===== src/rtl/jk_seq_pkg.sv =====
// Shared opcodes, FSM state encodings and default step-field width for the JK register sequencer.
package jk_seq_pkg;

    localparam int unsigned STEPW_DEFAULT = 8;

    typedef enum logic [2:0] {
        OpNop    = 3'b000,
        OpLoad   = 3'b001,
        OpClear  = 3'b010,
        OpSet    = 3'b011,
        OpUp     = 3'b100,
        OpDown   = 3'b101,
        OpToggle = 3'b110,
        OpRsvd   = 3'b111
    } op_e;

    typedef enum logic [1:0] {
        StIdle = 2'b00,
        StExec = 2'b01,
        StDone = 2'b10
    } state_e;

endpackage


===== src/rtl/jk_reg_sequencer_if.sv =====
// Command and status bundle between a command source (master) and the sequencer (slave).
interface jk_reg_sequencer_if
    import jk_seq_pkg::*;
#(
    parameter int unsigned WIDTH = 4,
    parameter int unsigned STEPW = STEPW_DEFAULT
);
    logic             cmd_valid;
    logic             cmd_ready;
    logic [2:0]       cmd_op;
    logic [WIDTH-1:0] cmd_data;
    logic [STEPW-1:0] cmd_steps;
    logic             abort;
    logic [WIDTH-1:0] q;
    logic [WIDTH-1:0] qb;
    logic             busy;
    logic             done;
    logic             wrap;

    modport master (
        output cmd_valid, cmd_op, cmd_data, cmd_steps, abort,
        input  cmd_ready, q, qb, busy, done, wrap
    );

    modport slave (
        input  cmd_valid, cmd_op, cmd_data, cmd_steps, abort,
        output cmd_ready, q, qb, busy, done, wrap
    );
endinterface


===== src/rtl/jk_bit.sv =====
// Single JK storage bit with synchronous active-high reset.
module jk_bit (
    input  logic clk,
    input  logic reset,
    input  logic j,
    input  logic k,
    output logic q,
    output logic qb
);
    logic q_d, q_q;

    always_comb begin
        q_d = q_q;
        case ({j, k})
            2'b01:   q_d = 1'b0;
            2'b10:   q_d = 1'b1;
            2'b11:   q_d = ~q_q;
            default: q_d = q_q;
        endcase
    end

    always_ff @(posedge clk) begin
        if (reset) begin
            q_q <= 1'b0;
        end else begin
            q_q <= q_d;
        end
    end

    assign q  = q_q;
    assign qb = ~q_q;
endmodule


===== src/rtl/jk_reg_sequencer.sv =====
// Command-driven register built from JK bits; controller turns each op into per-bit J/K drives.
module jk_reg_sequencer
    import jk_seq_pkg::*;
#(
    parameter int unsigned WIDTH = 4,
    parameter int unsigned STEPW = STEPW_DEFAULT
) (
    input logic              clk,
    input logic              reset,
    jk_reg_sequencer_if.slave bus
);
    localparam logic [STEPW-1:0] StepOne = STEPW'(1);

    state_e           state_d, state_q;
    op_e              op_d, op_q;
    logic [WIDTH-1:0] data_d, data_q;
    logic [STEPW-1:0] rem_d, rem_q;
    logic             wrap_d, wrap_q;

    logic [WIDTH-1:0] j, k;
    logic [WIDTH-1:0] q_bits, qb_bits;
    logic [WIDTH-1:0] tgl_up, tgl_dn;
    logic             all_ones, all_zeros;

    // Counter toggle masks: a bit flips when every lower bit is 1 (up) or 0 (down).
    always_comb begin
        logic up_c, dn_c;
        up_c   = 1'b1;
        dn_c   = 1'b1;
        tgl_up = '0;
        tgl_dn = '0;
        for (int i = 0; i < int'(WIDTH); i++) begin
            tgl_up[i] = up_c;
            tgl_dn[i] = dn_c;
            up_c      = up_c & q_bits[i];
            dn_c      = dn_c & ~q_bits[i];
        end
        all_ones  = up_c;
        all_zeros = dn_c;
    end

    always_comb begin
        state_d = state_q;
        op_d    = op_q;
        data_d  = data_q;
        rem_d   = rem_q;
        wrap_d  = 1'b0;
        j       = '0;
        k       = '0;
        unique case (state_q)
            StIdle: begin
                if (bus.cmd_valid) begin
                    op_d    = op_e'(bus.cmd_op);
                    data_d  = bus.cmd_data;
                    rem_d   = bus.cmd_steps;
                    state_d = StExec;
                end
            end
            StExec: begin
                state_d = StDone;
                unique case (op_q)
                    OpLoad: begin
                        j = data_q;
                        k = ~data_q;
                    end
                    OpClear:  k = '1;
                    OpSet:    j = '1;
                    OpToggle: begin
                        j = data_q;
                        k = data_q;
                    end
                    OpUp, OpDown: begin
                        // Zero remaining steps or abort both finish without touching q.
                        if (!bus.abort && rem_q != '0) begin
                            j      = (op_q == OpUp) ? tgl_up : tgl_dn;
                            k      = j;
                            wrap_d = (op_q == OpUp) ? all_ones : all_zeros;
                            rem_d  = rem_q - StepOne;
                            if (rem_q != StepOne) begin
                                state_d = StExec;
                            end
                        end
                    end
                    default: ;
                endcase
            end
            StDone:  state_d = StIdle;
            default: state_d = StIdle;
        endcase
    end

    always_ff @(posedge clk) begin
        if (reset) begin
            state_q <= StIdle;
            op_q    <= OpNop;
            data_q  <= '0;
            rem_q   <= '0;
            wrap_q  <= 1'b0;
        end else begin
            state_q <= state_d;
            op_q    <= op_d;
            data_q  <= data_d;
            rem_q   <= rem_d;
            wrap_q  <= wrap_d;
        end
    end

    for (genvar g = 0; g < int'(WIDTH); g++) begin : g_bit
        jk_bit u_bit (
            .clk   (clk),
            .reset (reset),
            .j     (j[g]),
            .k     (k[g]),
            .q     (q_bits[g]),
            .qb    (qb_bits[g])
        );
    end

    assign bus.q         = q_bits;
    assign bus.qb        = qb_bits;
    assign bus.cmd_ready = (state_q == StIdle);
    assign bus.busy      = (state_q == StExec);
    assign bus.done      = (state_q == StDone);
    assign bus.wrap      = wrap_q;
endmodule

===== src/flat_wrapper.sv =====
// flat-port wrapper written by rule: the top's interface ports become plain ports
module jk_reg_sequencer_flat import jk_seq_pkg::*;
#(
    parameter int unsigned WIDTH = 4,
    parameter int unsigned STEPW = STEPW_DEFAULT
)
  (clk, reset, bus_cmd_valid, bus_cmd_op, bus_cmd_data, bus_cmd_steps, bus_abort, bus_cmd_ready, bus_q, bus_qb, bus_busy, bus_done, bus_wrap);
  jk_reg_sequencer_if #(.WIDTH(WIDTH), .STEPW(STEPW)) bus_i ();
  input logic clk;
  input logic reset;
  input wire logic [$bits(bus_i.cmd_valid)-1:0] bus_cmd_valid;
  input wire logic [$bits(bus_i.cmd_op)-1:0] bus_cmd_op;
  input wire logic [$bits(bus_i.cmd_data)-1:0] bus_cmd_data;
  input wire logic [$bits(bus_i.cmd_steps)-1:0] bus_cmd_steps;
  input wire logic [$bits(bus_i.abort)-1:0] bus_abort;
  output wire logic [$bits(bus_i.cmd_ready)-1:0] bus_cmd_ready;
  output wire logic [$bits(bus_i.q)-1:0] bus_q;
  output wire logic [$bits(bus_i.qb)-1:0] bus_qb;
  output wire logic [$bits(bus_i.busy)-1:0] bus_busy;
  output wire logic [$bits(bus_i.done)-1:0] bus_done;
  output wire logic [$bits(bus_i.wrap)-1:0] bus_wrap;
  assign bus_i.cmd_valid = bus_cmd_valid;
  assign bus_i.cmd_op = bus_cmd_op;
  assign bus_i.cmd_data = bus_cmd_data;
  assign bus_i.cmd_steps = bus_cmd_steps;
  assign bus_i.abort = bus_abort;
  assign bus_cmd_ready = bus_i.cmd_ready;
  assign bus_q = bus_i.q;
  assign bus_qb = bus_i.qb;
  assign bus_busy = bus_i.busy;
  assign bus_done = bus_i.done;
  assign bus_wrap = bus_i.wrap;
  jk_reg_sequencer #(.WIDTH(WIDTH), .STEPW(STEPW)) u_core (.clk(clk), .reset(reset), .bus(bus_i));
endmodule

===== config.mk =====
export PLATFORM = sky130hd
export DESIGN_NAME = jk_reg_sequencer_flat
export DESIGN_NICKNAME = d
export VERILOG_FILES = /design/src/rtl/jk_seq_pkg.sv /design/src/rtl/jk_reg_sequencer_if.sv /design/src/rtl/jk_bit.sv /design/src/rtl/jk_reg_sequencer.sv /design/src/flat_wrapper.sv
export SDC_FILE = /design/constraint.sdc
export NUM_CORES = 1
export LEC_CHECK = 0
export ABC_AREA = 1
export CORE_MARGIN = 4
export CORE_UTILIZATION = 50
export DETAILED_ROUTE_END_ITERATION = 10
export PLACE_DENSITY_LB_ADDON = 0.15
export SYNTH_ARGS = -nofsm -noshare
export SYNTH_HDL_FRONTEND = slang
export SYNTH_HIERARCHICAL = 1
export SYNTH_SLANG_ARGS = --single-unit
export TNS_END_PERCENT = 20

===== constraint.sdc =====
create_clock -name clk -period 1.65 [get_ports clk]
set_input_delay 0.33 -clock clk [delete_from_list [all_inputs] [get_ports clk]]
set_output_delay 0.33 -clock clk [all_outputs]
set_load 0.03 [all_outputs]

Word level (Yosys, flattened, before mapping)
Index checks and enable logic that the tools add are counted.
Widths: inputs -> output; s select.
{"block": "classes", "n_addsub": 1, "n_eq_ne": 24, "n_mux": 20, "n_bitwise": 14, "n_reduce_logical": 14}
{"op": "$mux 8", "count": 3}
{"op": "$eq 2x2->1 const B", "count": 9}
{"op": "$mux 4", "count": 4}
{"op": "$pmux 4 s4", "count": 1}
{"op": "$pmux 8 s2", "count": 1}
{"op": "$pmux 1 s3", "count": 4}
{"op": "$pmux 4 s3", "count": 1}
{"op": "$reduce_bool 3->1", "count": 4}
{"op": "$eq 2x1->1 const B", "count": 5}
{"op": "$eq 3x3->1 const B", "count": 3}
{"op": "$mux 2", "count": 4}
{"op": "$ne 8x1->1 const B", "count": 1}
{"op": "$reduce_bool 8->1", "count": 1}
{"op": "$sub 8x1->8 const B", "count": 1}
{"op": "$not 1->1", "count": 7}
{"op": "$and 1x1->1", "count": 6}
{"op": "$eq 3x2->1 const B", "count": 2}
{"op": "$ne 2x1->1 const B", "count": 2}
{"op": "$not 4->4", "count": 1}
{"op": "$pmux 2 s2", "count": 1}
{"op": "$reduce_and 4->1", "count": 1}
{"op": "$reduce_or 2->1", "count": 2}
{"op": "$reduce_or 4->1", "count": 1}
{"op": "$eq 3x1->1 const B", "count": 1}
{"op": "other kinds (7)", "count": 7}
{"block": "word_totals", "ff_bits": 22, "input_bits": 19, "out_inout_bits": 12, "word_cells": 82}

Depth between registers and ports, before layout
{"block": "logic_depth", "word_depth": 9, "depth_mapped": 11}

Cells and area by module
Netlist, hierarchy kept.
{"module": "jk_reg_sequencer", "instances": 1, "cells_each": 204, "area_each_um2": 1244.9}
{"module": "jk_bit", "instances": 4, "cells_each": 7, "area_each_um2": 42.5}

Least setup slack after synthesis
No wires, ideal clock.
{"block": "synth_timing", "path_type": "register to register", "from": "register u_core.state_q[0]", "to": "register u_core.op_q[0]", "t_arrival_ns": 1.414, "required_ns": 1.531, "slack_ns": 0.117, "stages_incl_launch_ff": 6, "n_path_buf": 1, "synth_period_minus_slack_ns": 1.533, "path_cell_list": "dfxtp_1 nor2_1 nand2_2 buf_2 o21ai_0 a21oi_1"}
{"block": "synth_via", "elab_chain_cells": 2}
{"item": "start: declaration", "line": "jk_reg_sequencer.sv:14", "source": "state_e state_d, state_q;"}
{"item": "start signal: assignment", "line": "jk_reg_sequencer.sv:94", "source": "state_q <= StIdle;"}
{"item": "start signal: assignment", "line": "jk_reg_sequencer.sv:100", "source": "state_q <= state_d;"}
{"item": "$logic_not 2->1"}
{"item": "named net bus_cmd_ready", "line": "flat_wrapper.sv:16", "source": "output wire logic [$bits(bus_i.cmd_ready)-1:0] bus_cmd_ready;"}
{"item": "$reduce_and 2->1 (no source line)"}
{"item": "end signal: assignment", "line": "jk_reg_sequencer.sv:95", "source": "op_q <= OpNop;"}
{"item": "end signal: assignment", "line": "jk_reg_sequencer.sv:101", "source": "op_q <= op_d;"}
{"item": "end: declaration", "line": "jk_reg_sequencer.sv:15", "source": "op_e op_d, op_q;"}
The timed path passes the listed nets, and every way through them passes these cells.
A chain may end at the register's enable or synchronous reset.

Worst setup path in the final report
{"block": "layout_timing", "from": "register u_core.state_q[1]", "to": "output bus_cmd_ready"}
{"block": "layout_via", "elab_chain_cells": 1}
{"item": "$logic_not 2->1", "line": "jk_reg_sequencer.sv:121", "source": "assign bus.cmd_ready = (state_q == StIdle);"}
{"item": "end: declaration", "line": "flat_wrapper.sv:16"}
No other way between the ends.

==> summary.md <==
| Metric | Value |
|---|---|
| Met3 Use GR | 0.0440 |
| Most crowded layer after global routing | met2 |
| Max Freq | 637 MHz |
| Delay-heaviest family, CP | buffers and inverters |
| Pre-antenna DRT Iters | 6 |
| Met2 usage | 0.367 |
| CP required | between 1000 and 1500 ps |
| Vias per cell | about 5.0 |
| Worst path slowest cell | dlygate4sd2_1 |
| Dominant synthesized flop cell | dfxtp_1 |
| Post-synthesis sequential area ratio | 0.311 |
| Die Area | 0.00375 mm^2 |
| # clock sinks | 22 |
| Setup CP Type | reg2out |
| Post-route cell area | approximately 0.0018 mm^2 |
| Post-synth EDFFs | 0 |
| Beginning of the worst hold path | u_core/data_q[3] |
| Synth Area in Adders | 0.0265 |
| Largest net degree at the start of global routing | 17 |
| Final nets | 294 |
| Crit Path Max Fanout | 2 |
| Peak VDD IR | between 0.9 and 1 mV |
| Ys Warns | 6 |
| Post-synthesis mux area share | 0.00707 |
| Flop-to-flop setup slack | 150 ps |
| Die Wd | 61.2 um |
| CP Capture Type | output port |
| Critical Path Source Type | flip-flop |
| Ports | 31 |
| Syn_area_per_cell | 6.10 um^2 |
| Share of post-route cells with drive strength above 1 | 0.118 |
| Final core occ | 0.671 |
| Grt met1 use | 0.207 |
| Final hold slack | 506 ps |
| Worst-Skew Late Latency | 320 ps |
| Cells after synthesis | 232 |
| IO buf count | 30 |
| Max Transition Viols Final | 0 |
| RR Startpoint | u_core/rem_q[0] |
| Setup Viol. Count Final | 0 |
| Cts hold-fix bufs | 0 |
| Iter 0 DRT Violations | 72 |
| Crit path cell chain | nor2_1 > dlygate4sd2_1 |
| Xor/xnor share of the synthesized area | 0.0124 |
| CTS root buffer | clkbuf_4 |
| Area Growth Syn to Fin | 29.7% |
| Largest family of logic cells by synthesized area | simple AND/OR/NAND/NOR gates |
| Fraction of the mapped netlist area in simple logic gates | 0.408 |
| Routed via count | 1503 |
| Worst slew pin tran | roughly 440 ps |
| Synth Net Count | around 250 |
| Unique cell type count in the Yosys netlist | 28 |
| Cell total after placement | around 300 |
| Initial Utilization | 0.518 |
| Post-synthesis compound-gate area fraction | 0.130 |
| Area occupied by multi-input gates | around 830 um^2 |
| Power Density | 819 mW/mm^2 |
| Ant diodes | 0 |
| Crit path buf inv count | 1 |
| Worst clock skew | 8.17 ps |
| Area leader, netlist | dfxtp_1 |
| Initial antenna violation count | 0 |
| Max-cap violations | 0 |
| CTS Buf Count | 3 |
| RSZ-0062 raised after global routing | yes |
| Clock slew at the register clock pins of the worst setup and hold paths | ~140 ps |
| CP max stage delay | approximately 420 ps |
| Critical path launch point | u_core/state_q[1] |
| Post-synth top area share | 0.311 |
| Routability cong. | 0.844 |
| Period utilization | 0.951 |
| DRT antenna net count | 0 |
| Synthesized area | 0.00142 mm^2 |
| HPWL Detailed | between 2 and 3 mm |
| Post-layout min period | approximately 1600 ps |
| Cell Area, Placed | 0.00179 mm^2 |
| Worst-case clock buffer depth | 2 |
| Sequential Area | 442 um^2 |
| # Post-CTS Setup Buffers | 0 |
| Fillers | 289 |
| Vias in the first global route | 1292 |
| Detail-routed net length per standard cell | roughly 11 um |
| CTS H-Tree Depth | 1 |
| Rows | 19 |
| Gr usage total | 0.188 |
| TritonCTS clock tree | yes |
| # DRC | 0 |
| Non-Filler Instances | a little over 300 |
| Crit path arrival time | 1240 ps |
| Aggregate routed wire length | 3.21 mm |
| Die height | 61.2 um |
| Outcome | finished, final reports clean |
| Rel. slew slack | 0.703 |
| Asr flop ratio synth | 0 |
| Pleak | 0.000879 uW |
| Synth area leaders | dfxtp_1 (31%), nand2_1 (15%), nor2_1 (12%) |
| Seq cells post-synth | 22 |
| Hold Path Class | reg2reg |
| Fin. Hold Viols | 0 |
| Gr ovfl total | 0 |
| Core area | 0.00273 mm^2 |
| First-pass GRT wire length | roughly 5.4 mm |
cell usage in the layout (no fill, tap or decap), types with 2 or more instances in the layout:
master and n:
nand4_1 2, nor3_1 2, nand3_1 16, nand2_2 3
dlygate4sd2_1 11, inv_1 24, buf_4 10, clkdlybuf4s50_1 18
nor2_1 45, o21a_1 2, inv_2 7, o21ai_0 17
ha_1 3, nand2_1 57, clkbuf_4 3, a21oi_1 15
dfxtp_1 21
registers in the layout (all words and copies together), names as in the netlist:
signal	flops
u_core/data_q	4
u_core/state_q	2
u_core/g_bit.u_bit/q	4
u_core/bus.wrap	1
u_core/op_q	3
u_core/rem_q	8
through the flow:
| stage | setup TNS (ps) | power, uW | setup WS, ps |
|---|---|---|---|
| final | 0 | 1500 | 80.6 |
| after global routing | -5.62 | 1600 | -5.62 |
| after CTS | 0 | 1510 | 18.3 |
| after detailed placement | -98.1 | 1090 | -58.7 |
| after global placement | 0 | 1090 | 38.9 |
| after floorplan | 0 | 942 | 117 |
tightest hold or removal path: cells and delay by family (launching register included):
kind	cells	cell delay, ps
compound gates	1	50
buf+inv	1	70
flops	1	350
cell families (layout without fill, tap and decap cells):
logic type | count (synthesis) | in the layout
compound gates | 35 | 35
xor+xnor | 2 | 2
fa+ha+maj | 3 | 3
buf+inv | 36 | 75
flops | 22 | 22
mux | 1 | 1
simple gates | 133 | 133
metal layers:
metal / vias up / wire, um
li1: 811 / -
met1: 660 / 1400
met2: 30 / 1650
met3: 2 / 143
met4: 0 / 10
met5: - / 0
cell type report:
type / instances / share of cell area
Sequential cell: 22 / 0.241
Clock inverter: 1 / 0.0164
Clock buffer: 3 / 0.0123
Timing Repair Buffer: 39 / 0.192
Multi-Input combinational cell: 174 / 0.451
Tap cell: 31 / 0.0211
Inverter: 32 / 0.0668
synth_stat cells, types with 2 or more instances:
| library cell | n |
|---|---|
| inv_2 | 5 |
| dfxtp_1 | 22 |
| nand2_1 | 58 |
| nand2_2 | 2 |
| ha_1 | 3 |
| a21oi_1 | 15 |
| buf_2 | 3 |
| nor2_1 | 45 |
| o21a_1 | 2 |
| o21ai_0 | 17 |
| nor3_1 | 2 |
| inv_1 | 26 |
| nand4_1 | 2 |
| nand3_1 | 16 |
worst paths after layout:
path,to,depth (start not counted)
worst max-delay path,bus_cmd_ready,2
worst min-delay path,u_core/data_q[3],2
worst max register to register,u_core/g_bit[2].u_bit/q,11
worst min register to register,u_core/data_q[3],2
power by group:
part / total (uW) / internal, uW / switching, uW
combinational: 456 / 191 / 264
sequential: 621 / 576 / 45.1
clock: 427 / 246 / 181
total: 1500 / 1010 / 491
timing repair:
item	4_1_cts	5_1_grt
resized for setup	11	4
gates cloned	0	0
pin swaps	0	0
setup endpoints to repair	11	6
(Power assumes the default switching activity.)
